**config.mk**
```make
export PLATFORM = sky130hd
export DESIGN_NAME = dmem_access_ctrl
export DESIGN_NICKNAME = d
export VERILOG_FILES = /design/src/rtl/dmem_ctrl_pkg.sv /design/src/rtl/lsu_lane_align.sv /design/src/rtl/dmem_access_ctrl.sv
export SDC_FILE = /design/constraint.sdc
export NUM_CORES = 1
export LEC_CHECK = 0
export ABC_AREA = 0
export BUFFER_PORTS_ARGS = -buffer_cell sky130_fd_sc_hd__buf_2
export CORE_UTILIZATION = 35
export CTS_BUF_LIST = sky130_fd_sc_hd__clkbuf_4 sky130_fd_sc_hd__clkbuf_8
export CTS_CLUSTER_DIAMETER = 30
export DETAILED_ROUTE_END_ITERATION = 8
export PLACE_DENSITY_LB_ADDON = 0.12
export SLEW_MARGIN = 40
export SYNTH_ARGS = -nofsm -noshare
export SYNTH_HDL_FRONTEND = slang
export SYNTH_HIERARCHICAL = 1
export SYNTH_SLANG_ARGS = --single-unit
```
**constraint.sdc**
```tcl
create_clock -name clk -period 3.96 [get_ports clk]
set_input_delay 1.188 -clock clk [delete_from_list [all_inputs] [get_ports clk]]
set_output_delay 1.188 -clock clk [all_outputs]
set_load 0.01 [all_outputs]
```
**src/rtl/dmem_ctrl_pkg.sv**
```systemverilog
// dmem_ctrl_pkg: state encoding, funct3 constants and access-size decode
// shared by dmem_access_ctrl and lsu_lane_align.
package dmem_ctrl_pkg;

    typedef enum logic [1:0] {
        IDLE = 2'd0,
        REQ  = 2'd1,
        DONE = 2'd2
    } state_t;

    localparam logic [2:0] F3_B  = 3'b000;
    localparam logic [2:0] F3_H  = 3'b001;
    localparam logic [2:0] F3_W  = 3'b010;
    localparam logic [2:0] F3_BU = 3'b100;
    localparam logic [2:0] F3_HU = 3'b101;

    typedef enum logic [1:0] {
        SZ_BYTE,
        SZ_HALF,
        SZ_WORD
    } size_t;

    // Any funct3 that is not a byte or half encoding is handled as a word access.
    function automatic size_t f3_size(input logic [2:0] f3);
        case (f3)
            F3_B, F3_BU: return SZ_BYTE;
            F3_H, F3_HU: return SZ_HALF;
            default:     return SZ_WORD;
        endcase
    endfunction

endpackage

```
**src/rtl/lsu_lane_align.sv**
```systemverilog
// lsu_lane_align: combinational byte-lane steering for stores, lane select and
// sign/zero extension for loads, and misalignment detection.
// The request side decodes the live EX/MEM operation; the response side
// decodes the latched operation while the memory word returns.
module lsu_lane_align
    import dmem_ctrl_pkg::*;
#(
    parameter int XLEN = 32
) (
    input  logic [1:0]      i_req_addr_lo,
    input  logic [2:0]      i_req_funct3,
    input  logic [XLEN-1:0] i_req_wdata,
    input  logic [1:0]      i_rsp_addr_lo,
    input  logic [2:0]      i_rsp_funct3,
    input  logic [XLEN-1:0] i_rsp_word,
    output logic [3:0]      o_be,
    output logic [XLEN-1:0] o_wdata,
    output logic [XLEN-1:0] o_ld_data,
    output logic            o_misaligned
);

    logic [7:0]  w_ld_byte;
    logic [15:0] w_ld_half;
    logic        w_sext;

    assign w_ld_byte = i_rsp_word[{i_rsp_addr_lo, 3'b000} +: 8];
    assign w_ld_half = i_rsp_addr_lo[1] ? i_rsp_word[31:16] : i_rsp_word[15:0];
    assign w_sext    = ~i_rsp_funct3[2];

    // Store side: byte enables, replicated write data and misalignment flag.
    always_comb begin
        // NOTE: every output gets a default first so no path leaves it unassigned (no latch).
        o_be         = 4'b1111;
        o_wdata      = i_req_wdata;
        o_misaligned = |i_req_addr_lo;
        case (f3_size(i_req_funct3))
            SZ_BYTE: begin
                o_be         = 4'b0001 << i_req_addr_lo;
                o_wdata      = {(XLEN/8){i_req_wdata[7:0]}};
                o_misaligned = 1'b0;
            end
            SZ_HALF: begin
                o_be         = 4'b0011 << {i_req_addr_lo[1], 1'b0};
                o_wdata      = {(XLEN/16){i_req_wdata[15:0]}};
                o_misaligned = i_req_addr_lo[0];
            end
            default: ;
        endcase
    end

    // Load side: pick the addressed lane and extend it to XLEN.
    always_comb begin
        o_ld_data = i_rsp_word;
        case (f3_size(i_rsp_funct3))
            SZ_BYTE: o_ld_data = {{(XLEN-8){w_sext & w_ld_byte[7]}}, w_ld_byte};
            SZ_HALF: o_ld_data = {{(XLEN-16){w_sext & w_ld_half[15]}}, w_ld_half};
            default: ;
        endcase
    end

endmodule

```
**src/rtl/dmem_access_ctrl.sv**
```systemverilog
// dmem_access_ctrl: MEM-stage sequencer for the data-memory req/ack port.
// Latches the EX/MEM operation, issues one request, stalls the pipeline until
// ack, and presents the extended load result with a one-cycle mem_done.
// Optional build macro DMEM_TIMEOUT_EN bounds the REQ state to TMO_CYCLES.
module dmem_access_ctrl
    import dmem_ctrl_pkg::*;
#(
    parameter int XLEN       = 32,
    parameter int TMO_CYCLES = 255,
    parameter int TMO_W      = 8
) (
    input  logic            clk,
    input  logic            rst_n,
    input  logic            MemRead_MEM,
    input  logic            MemWrite_MEM,
    input  logic [2:0]      funct3_MEM,
    input  logic [XLEN-1:0] alu_MEM,
    input  logic [XLEN-1:0] rs2_mem_data_MEM,
    output logic            dmem_req,
    output logic            dmem_we,
    output logic [XLEN-1:0] dmem_addr,
    output logic [XLEN-1:0] dmem_wdata,
    output logic [3:0]      dmem_be,
    input  logic            dmem_ack,
    input  logic [XLEN-1:0] dmem_rdata,
    output logic [XLEN-1:0] mem_rdata_MEM,
    output logic            mem_stall,
    output logic            mem_done,
    output logic            mem_err
);

    // The timeout counter must be able to hold TMO_CYCLES.
    if ((2 ** TMO_W) <= TMO_CYCLES) begin : g_bad_tmo_w
        $error("TMO_W too small for TMO_CYCLES");
    end

    state_t          r_state, w_state_nxt;
    logic [XLEN-1:0] r_addr, r_wdata, r_rdata;
    logic [3:0]      r_be;
    logic            r_we, r_err;
    logic [1:0]      r_addr_lo;
    logic [2:0]      r_funct3;

    logic            w_op, w_misaligned, w_tmo_hit;
    logic [3:0]      w_be;
    logic [XLEN-1:0] w_wdata, w_ld_data;

    // A simultaneous read and write is treated as a read.
    assign w_op = MemRead_MEM | MemWrite_MEM;

    lsu_lane_align #(.XLEN(XLEN)) u_align (
        .i_req_addr_lo (alu_MEM[1:0]),
        .i_req_funct3  (funct3_MEM),
        .i_req_wdata   (rs2_mem_data_MEM),
        .i_rsp_addr_lo (r_addr_lo),
        .i_rsp_funct3  (r_funct3),
        .i_rsp_word    (dmem_rdata),
        .o_be          (w_be),
        .o_wdata       (w_wdata),
        .o_ld_data     (w_ld_data),
        .o_misaligned  (w_misaligned)
    );

`ifdef DMEM_TIMEOUT_EN
    logic [TMO_W-1:0] r_tmo_cnt;

    assign w_tmo_hit = (r_tmo_cnt == TMO_W'(TMO_CYCLES - 1));

    // Counts REQ cycles without ack; cleared while idle so each access starts at 0.
    always_ff @(posedge clk or negedge rst_n) begin
        if (!rst_n) begin
            r_tmo_cnt <= '0;
        end else if (r_state != REQ) begin
            r_tmo_cnt <= '0;
        end else if (!dmem_ack) begin
            r_tmo_cnt <= r_tmo_cnt + TMO_W'(1);
        end
    end
`else
    assign w_tmo_hit = 1'b0;
`endif

    // State register; reset forces IDLE at once, which also drops dmem_req.
    always_ff @(posedge clk or negedge rst_n) begin
        // NOTE: sequential state uses non-blocking assignment so all flops update together.
        if (!rst_n) r_state <= IDLE;
        else        r_state <= w_state_nxt;
    end

    // Next-state and the state-decoded handshake/stall outputs.
    always_comb begin
        w_state_nxt = r_state;
        dmem_req    = 1'b0;
        mem_stall   = 1'b0;
        mem_done    = 1'b0;
        case (r_state)
            IDLE: begin
                if (w_op) begin
                    mem_stall   = 1'b1;
                    w_state_nxt = w_misaligned ? DONE : REQ;
                end
            end
            REQ: begin
                dmem_req  = 1'b1;
                mem_stall = 1'b1;
                if (dmem_ack || w_tmo_hit) w_state_nxt = DONE;
            end
            DONE: begin
                mem_done    = 1'b1;
                w_state_nxt = IDLE;
            end
            default: w_state_nxt = IDLE;
        endcase
    end

    // Request latch at op acceptance; result and error capture at completion.
    always_ff @(posedge clk or negedge rst_n) begin
        if (!rst_n) begin
            r_addr    <= '0;
            r_wdata   <= '0;
            r_be      <= '0;
            r_we      <= 1'b0;
            r_addr_lo <= '0;
            r_funct3  <= '0;
            r_err     <= 1'b0;
            r_rdata   <= '0;
        end else begin
            case (r_state)
                IDLE: begin
                    if (w_op) begin
                        r_addr    <= {alu_MEM[XLEN-1:2], 2'b00};
                        r_wdata   <= w_wdata;
                        r_be      <= w_be;
                        r_we      <= MemWrite_MEM & ~MemRead_MEM;
                        r_addr_lo <= alu_MEM[1:0];
                        r_funct3  <= funct3_MEM;
                        r_err     <= w_misaligned;
                        if (w_misaligned) r_rdata <= '0;
                    end
                end
                REQ: begin
                    if (dmem_ack) begin
                        r_err   <= 1'b0;
                        r_rdata <= r_we ? '0 : w_ld_data;
                    end else if (w_tmo_hit) begin
                        r_err   <= 1'b1;
                        r_rdata <= '0;
                    end
                end
                default: ;
            endcase
        end
    end

    assign dmem_we       = r_we;
    assign dmem_addr     = r_addr;
    assign dmem_wdata    = r_wdata;
    assign dmem_be       = r_be;
    assign mem_rdata_MEM = r_rdata;
    assign mem_err       = r_err;

endmodule
```
== Yosys cells after proc, flatten, opt, wreduce, memory -nomap -nowiden ==
Index checks and enable logic that the tools add are counted.
Cells by class
  eq/ne operators: 13
  mux-type cells: 23
  shift-type cells: 3
  reduce and logical (&&, ||, !) cells: 15
  bitwise logic cells: 6
Operator list (count)
  one-hot mux 32 bit (2 select lines): 3
  2-to-1 mux 32 bit: 4
  variable part select 32 x 6 -> 8 bit: 1
  2-to-1 mux 16 bit: 1
  == test 3 bit (second input constant): 4
  one-hot mux 2 bit (2 select lines): 3
  OR reduction 2 bit: 5
  one-hot mux 4 bit (2 select lines): 1
  == test 2 x 1 -> 1 bit (second input constant): 3
  == test 3 x 1 -> 1 bit (second input constant): 2
  logical NOT 2 bit: 3
  logical NOT 3 bit: 2
  2-to-1 mux 2 bit: 3
  inequality test 2 bit (second input constant): 3
  one-hot mux 1 bit (2 select lines): 3
  2-to-1 mux 1 bit: 5
  AND reduction 2 bit: 2
  AND reduction 4 bit: 1
  << shifter 1 x 2 -> 4 bit (first input constant): 1
  << shifter 2 x 2 -> 4 bit (first input constant): 1
  AND 1 bit: 3
  AND reduction 3 bit: 1
  == test 2 bit (second input constant): 1
  inverter 1 bit: 2
  other kinds (2): 2
Storage, ports and cells
  logic and storage cells: 69
  bits of input ports: 104
  bits in registers: 107
  output and inout port bits: 105

== Longest topological paths before layout ==
  word-level depth: 8
  gate-level depth with buffers: 8
  depth with buffers taken out: 5

== Hierarchy ==
Netlist, hierarchy kept.
Modules (own cells, without submodules)
  dmem_access_ctrl: instances 1, seq. area each 2677.6 µm², area each 4077.7 µm², cells each 250
  lsu_lane_align: instances 1, seq. area each 0.0 µm², area each 1161.1 µm², cells each 174

== Worst setup path before layout ==
OpenSTA, ideal clock, no wires.
  kind: input to register
  from: input funct3_MEM[0]
  to: register r_rdata[10] (netlist: mem_rdata_MEM[10])
  arrival time: 2514 ps
  cell stages on the path: 8
  path slack: 1324 ps
  data required time: 3838 ps
  buffers on the path: 3
  library setup time: 122 ps
  cells stage by stage: buf_2 -> a21oi_1 -> nor2_1 -> o21ai_2 -> or3_1 -> buf_6 -> buf_6 -> a32o_1
Between the ends
  word-level cells in the longest chain between the ends: 7
  elaborated cells on any way between the ends: 12
  those cells by class: eq/ne (5); mux (2); reduce/logical (5)
Ends and longest elaborated chain
  from (decl): RTL line dmem_access_ctrl.sv:16  | input logic [2:0] funct3_MEM,
  == test 3 x 1 -> 1 bit, or another cell as far along: RTL line dmem_ctrl_pkg.sv:25  | case (f3)
  OR reduction 2 bit: RTL line dmem_ctrl_pkg.sv:25
  one-hot mux 2 bit (2 select lines) (*): RTL line dmem_ctrl_pkg.sv:25
  == test 2 x 1 -> 1 bit or logical NOT 2 bit (tied branches): RTL line lsu_lane_align.sv:36  | case (f3_size(i_req_funct3))
  one-hot mux 1 bit (2 select lines) (*): RTL line lsu_lane_align.sv:36
  net w_misaligned: RTL line dmem_access_ctrl.sv:44  | logic w_op, w_misaligned, w_tmo_hit;
  inequality test 2 bit (no source line) (*)
  AND reduction 4 bit (no source line) (*)
  to (signal assigned): RTL line dmem_access_ctrl.sv:144  | r_rdata <= r_we ? '0 : w_ld_data;
  to (decl): RTL line dmem_access_ctrl.sv:38  | logic [XLEN-1:0] r_addr, r_wdata, r_rdata;
Mark *: on every way through the listed nets, which the timed path passes. The rest lies on a longest branch.
A chain may end at the register's enable or synchronous reset.

== Worst setup path after layout ==
  from: input MemWrite_MEM
  to: output mem_stall
Between the ends
  word-level cells in the longest chain between the ends: 3
Ends and longest elaborated chain
  from (decl): RTL line dmem_access_ctrl.sv:15  | input logic MemWrite_MEM,
  bitwise OR 1 bit: RTL line dmem_access_ctrl.sv:49  | assign w_op = MemRead_MEM | MemWrite_MEM;
  2-to-1 mux 1 bit: RTL line dmem_access_ctrl.sv:98  | if (w_op) begin
  one-hot mux 1 bit (2 select lines): RTL line dmem_access_ctrl.sv:96  | case (r_state)
  to (decl): RTL line dmem_access_ctrl.sv:27  | output logic mem_stall,
Every way passes these cells.

==> flow_metrics.env <==
export IMPL_run_status="finished, final reports clean"
export IMPL_relSlewSlack_pct=52.6
export IMPL_synth_area_leaders="sky130_fd_sc_hd__dfrtp_1, sky130_fd_sc_hd__mux2_2, sky130_fd_sc_hd__a32o_1, sky130_fd_sc_hd__o21ai_0, sky130_fd_sc_hd__buf_6"
export IMPL_critical_path_max_stage_delay_ps=170
export IMPL_yosys_register_bits=107
export IMPL_grt_ovfl_total=0
export IMPL_synthCells=424
export IMPL_pin_count_of_the_biggest_net_entering_global_routing=74
export IMPL_synthDominantAreaCellType="sky130_fd_sc_hd__dfrtp_1"
export IMPL_final_period_utilization_pct=72.8
export IMPL_place_port_buffers=206
export IMPL_clk_pin_slew_ps=90
export IMPL_synth_top_family_by_area="multiplexers"
export IMPL_detail_route_first_pass_iterations=4
export IMPL_clock_root_buffer="sky130_fd_sc_hd__clkbuf_8"
export IMPL_design_die_area_um2=15500
export IMPL_cts_setup_buffers=0
export IMPL_synth_ff_type="sky130_fd_sc_hd__dfrtp_1"
export IMPL_static_leak_nw=3.18
export IMPL_postSynthAreaPerCell_um2=12.4
export IMPL_route_detailed_vias_per_inst=5.27
export IMPL_post_cts_hold_buffer_count=0
export IMPL_routability_cong=0.828
export IMPL_finalClockSkew_ps=4.47
export IMPL_power_per_cell_area_nw_per_um2=719
export IMPL_postLayoutCoreUtil_pct=44.4
export IMPL_floorplan_initialDensity_pct=35.9
export IMPL_synth_xor_area_share_pct=0
export IMPL_synth_fa_ha_area_share_pct=0
export IMPL_timing_setup_critical_path_class="input port to output pin"
export IMPL_crit_path_top_delay_cell="sky130_fd_sc_hd__nor3_1"
export IMPL_worst_hold_path_type="flop to flop"
export IMPL_grt_met2_usage_pct=28.5
export IMPL_io_pin_count=209
export IMPL_ant_nets=0
export IMPL_cts_htree_levels=3
export IMPL_synth_compound_gate_area_share_pct=15.2
export IMPL_fin_hold_ws_ps=505
export IMPL_ys_async_sr_fraction_pct=100
export IMPL_maxCapViolCount=0
export IMPL_clock_path_buffers=2
export IMPL_cts_resized_gates=0
export IMPL_hold_viol_final=0
export IMPL_drv_slew=0
export IMPL_ys_top_cells_by_count="sky130_fd_sc_hd__dfrtp_1, sky130_fd_sc_hd__mux2_2, sky130_fd_sc_hd__a32o_1"
export IMPL_grt_first_pass_wirelength_um=22400
export IMPL_fin_nets=708
export IMPL_area_growth_pct=23.8
export IMPL_post_synth_mux_area_share_pct=21.5
export IMPL_yosysSeqAreaShare_pct=51.1
export IMPL_grt_antenna_before_repair=0
export IMPL_tritoncts="yes"
export IMPL_final_fill_count=1393
export IMPL_post_synthesis_simple_gate_area_fraction_pct=5.66
export IMPL_setup_viol=0
export IMPL_synthMostInstantiatedCell="sky130_fd_sc_hd__dfrtp_1"
export IMPL_grt_setup_unrepaired="false"
export IMPL_synth_warnings=6
export IMPL_worst_vdd_rail_ir_drop_mv=0.297
export IMPL_design_core_area_um2=14600
export IMPL_share_of_cells_above_drive_strength_1_pct=53.3
export IMPL_worstSetupEndpointType="output pin"
export IMPL_globalRouteMet1Util_pct=24.0
export IMPL_finalPower_w=0.00466
export IMPL_first_global_vias=4188
export IMPL_finalCriticalPeriod_ps=2880
export IMPL_num_rows=44
export IMPL_post_route_drc_count=0
export IMPL_path_common_cell="sky130_fd_sc_hd__buf_2"
export IMPL_synth_top_area_share_pct=51.1
export IMPL_first_iter_violations=237
export IMPL_critPathMaxFanout=5
export IMPL_detailed_place_hpwl_um=9850
export IMPL_cts_buffers=9
export IMPL_critical_path_startpoint_type="input port"
export IMPL_die_w_um=124
export IMPL_achievable_frequency_mhz=347
export IMPL_synth_distinct_cells=33
export IMPL_path_delay_family="buffers and inverters"
export IMPL_arrival_ps=1690
export IMPL_gr_usage_met3_pct=5.71
export IMPL_synthesis_area_um2=5240
export IMPL_track_usage_pct=18.4
export IMPL_insertion_delay_to_the_later_sink_of_the_worst_skew_pair_ps=370
export IMPL_die_h_um=124
export IMPL_critical_path_n_buffers_inverters=2
export IMPL_cp_required_ps=2770
export IMPL_via_count=4177
export IMPL_drt_wl_total_um=14000
export IMPL_grt_busiest_layer="met2"
export IMPL_timing_critical_path_cells="buf_2, nor3_1, nor2_1, buf_2"
export IMPL_clkSinkCount=107
export IMPL_timing_setup_tns_ps=0
export IMPL_worst_pin_slew_ps=709
export IMPL_synth_edff_count=0
export IMPL_antenna_cells=0
export IMPL_route_detailed_wl_per_inst_um=17.7
kinds of logic (layout without fill, tap and decap cells):
| logic type | after synthesis | count (layout) |
|---|---|---|
| other | 1 | 2 |
| DFF | 107 | 107 |
| AOI/OAI and AO/OA | 101 | 101 |
| muxes | 100 | 100 |
| buffers and inverters | 55 | 238 |
| and+or+nand+nor | 60 | 60 |
final timing paths:
check | to | from | depth (start not counted) | slack (ps)
setup / recovery | mem_stall | MemWrite_MEM | 4 | 1080
hold / removal | r_funct3[2]$_DFFE_PN0P_ | r_funct3[2]$_DFFE_PN0P_ | 1 | 510
setup reg to reg | mem_rdata_MEM[8]$_DFFE_PN0P_ | r_addr_lo[1]$_DFFE_PN0P_ | 4 | 1920
hold reg to reg | r_funct3[2]$_DFFE_PN0P_ | r_funct3[2]$_DFFE_PN0P_ | 1 | 510
max in group asynchronous | dmem_wdata[4]$_DFFE_PN0P_ | rst_n | 2 | 2520
min in group asynchronous | dmem_addr[9]$_DFFE_PN0P_ | rst_n | 1 | 810
area by class of cell:
class	instances	area [um^2]	share of cell area, %
multi-input cells	263	2240	34.6
repair buffers	211	1100	17.0
well taps	184	230	3.55
inverters	12	45.0	0.695
clock inverters	1	7.51	0.116
flip-flops and latches	107	2680	41.3
clock buffers	14	180	2.78
per-stage QoR:
step	setup slack [ps]	area (um^2)	cells
global route	998	6480	792
global placement	728	6290	777
detailed placement	833	6290	777
finish	1080	6480	792
floorplan	1320	5240	425
CTS	1080	6480	792
cell usage in the layout (no fill, tap or decap), types with 10 or more instances in the layout:
master,instances
sky130_fd_sc_hd__mux2_2,88
sky130_fd_sc_hd__mux2i_1,10
sky130_fd_sc_hd__a32o_1,32
sky130_fd_sc_hd__a21oi_1,11
sky130_fd_sc_hd__nand2_1,24
sky130_fd_sc_hd__dfrtp_1,107
sky130_fd_sc_hd__buf_2,205
sky130_fd_sc_hd__o21ai_0,23
sky130_fd_sc_hd__nor2b_1,12
sky130_fd_sc_hd__clkbuf_8,12
sky130_fd_sc_hd__nor2_1,16
sky130_fd_sc_hd__inv_1,12
report_power, final:
group          switching, W  total (W)  internal, W
logic               0.00108    0.00211      0.00103
registers          0.000316    0.00190      0.00158
clock network      0.000364   0.000656     0.000292
total               0.00176    0.00466      0.00290
registers in the layout, summed over array words and instances (netlist names):
register / count
dmem_addr: 30
dmem_be: 4
dmem_wdata: 32
dmem_we: 1
mem_err: 1
mem_rdata_MEM: 32
r_addr_lo: 2
r_funct3: 3
r_state: 2
metal layers:
| layer | wire, um | up-vias | share of wire [%] |
|---|---|---|---|
| li1 | - | 1913 | - |
| met1 | 6160 | 2073 | 44 |
| met2 | 6520 | 178 | 47 |
| met3 | 1140 | 13 | 8.1 |
| met4 | 189 | 0 | 1.3 |
| met5 | 0 | - | 0 |
No activity file was read; power rests on OpenSTA's default activity.
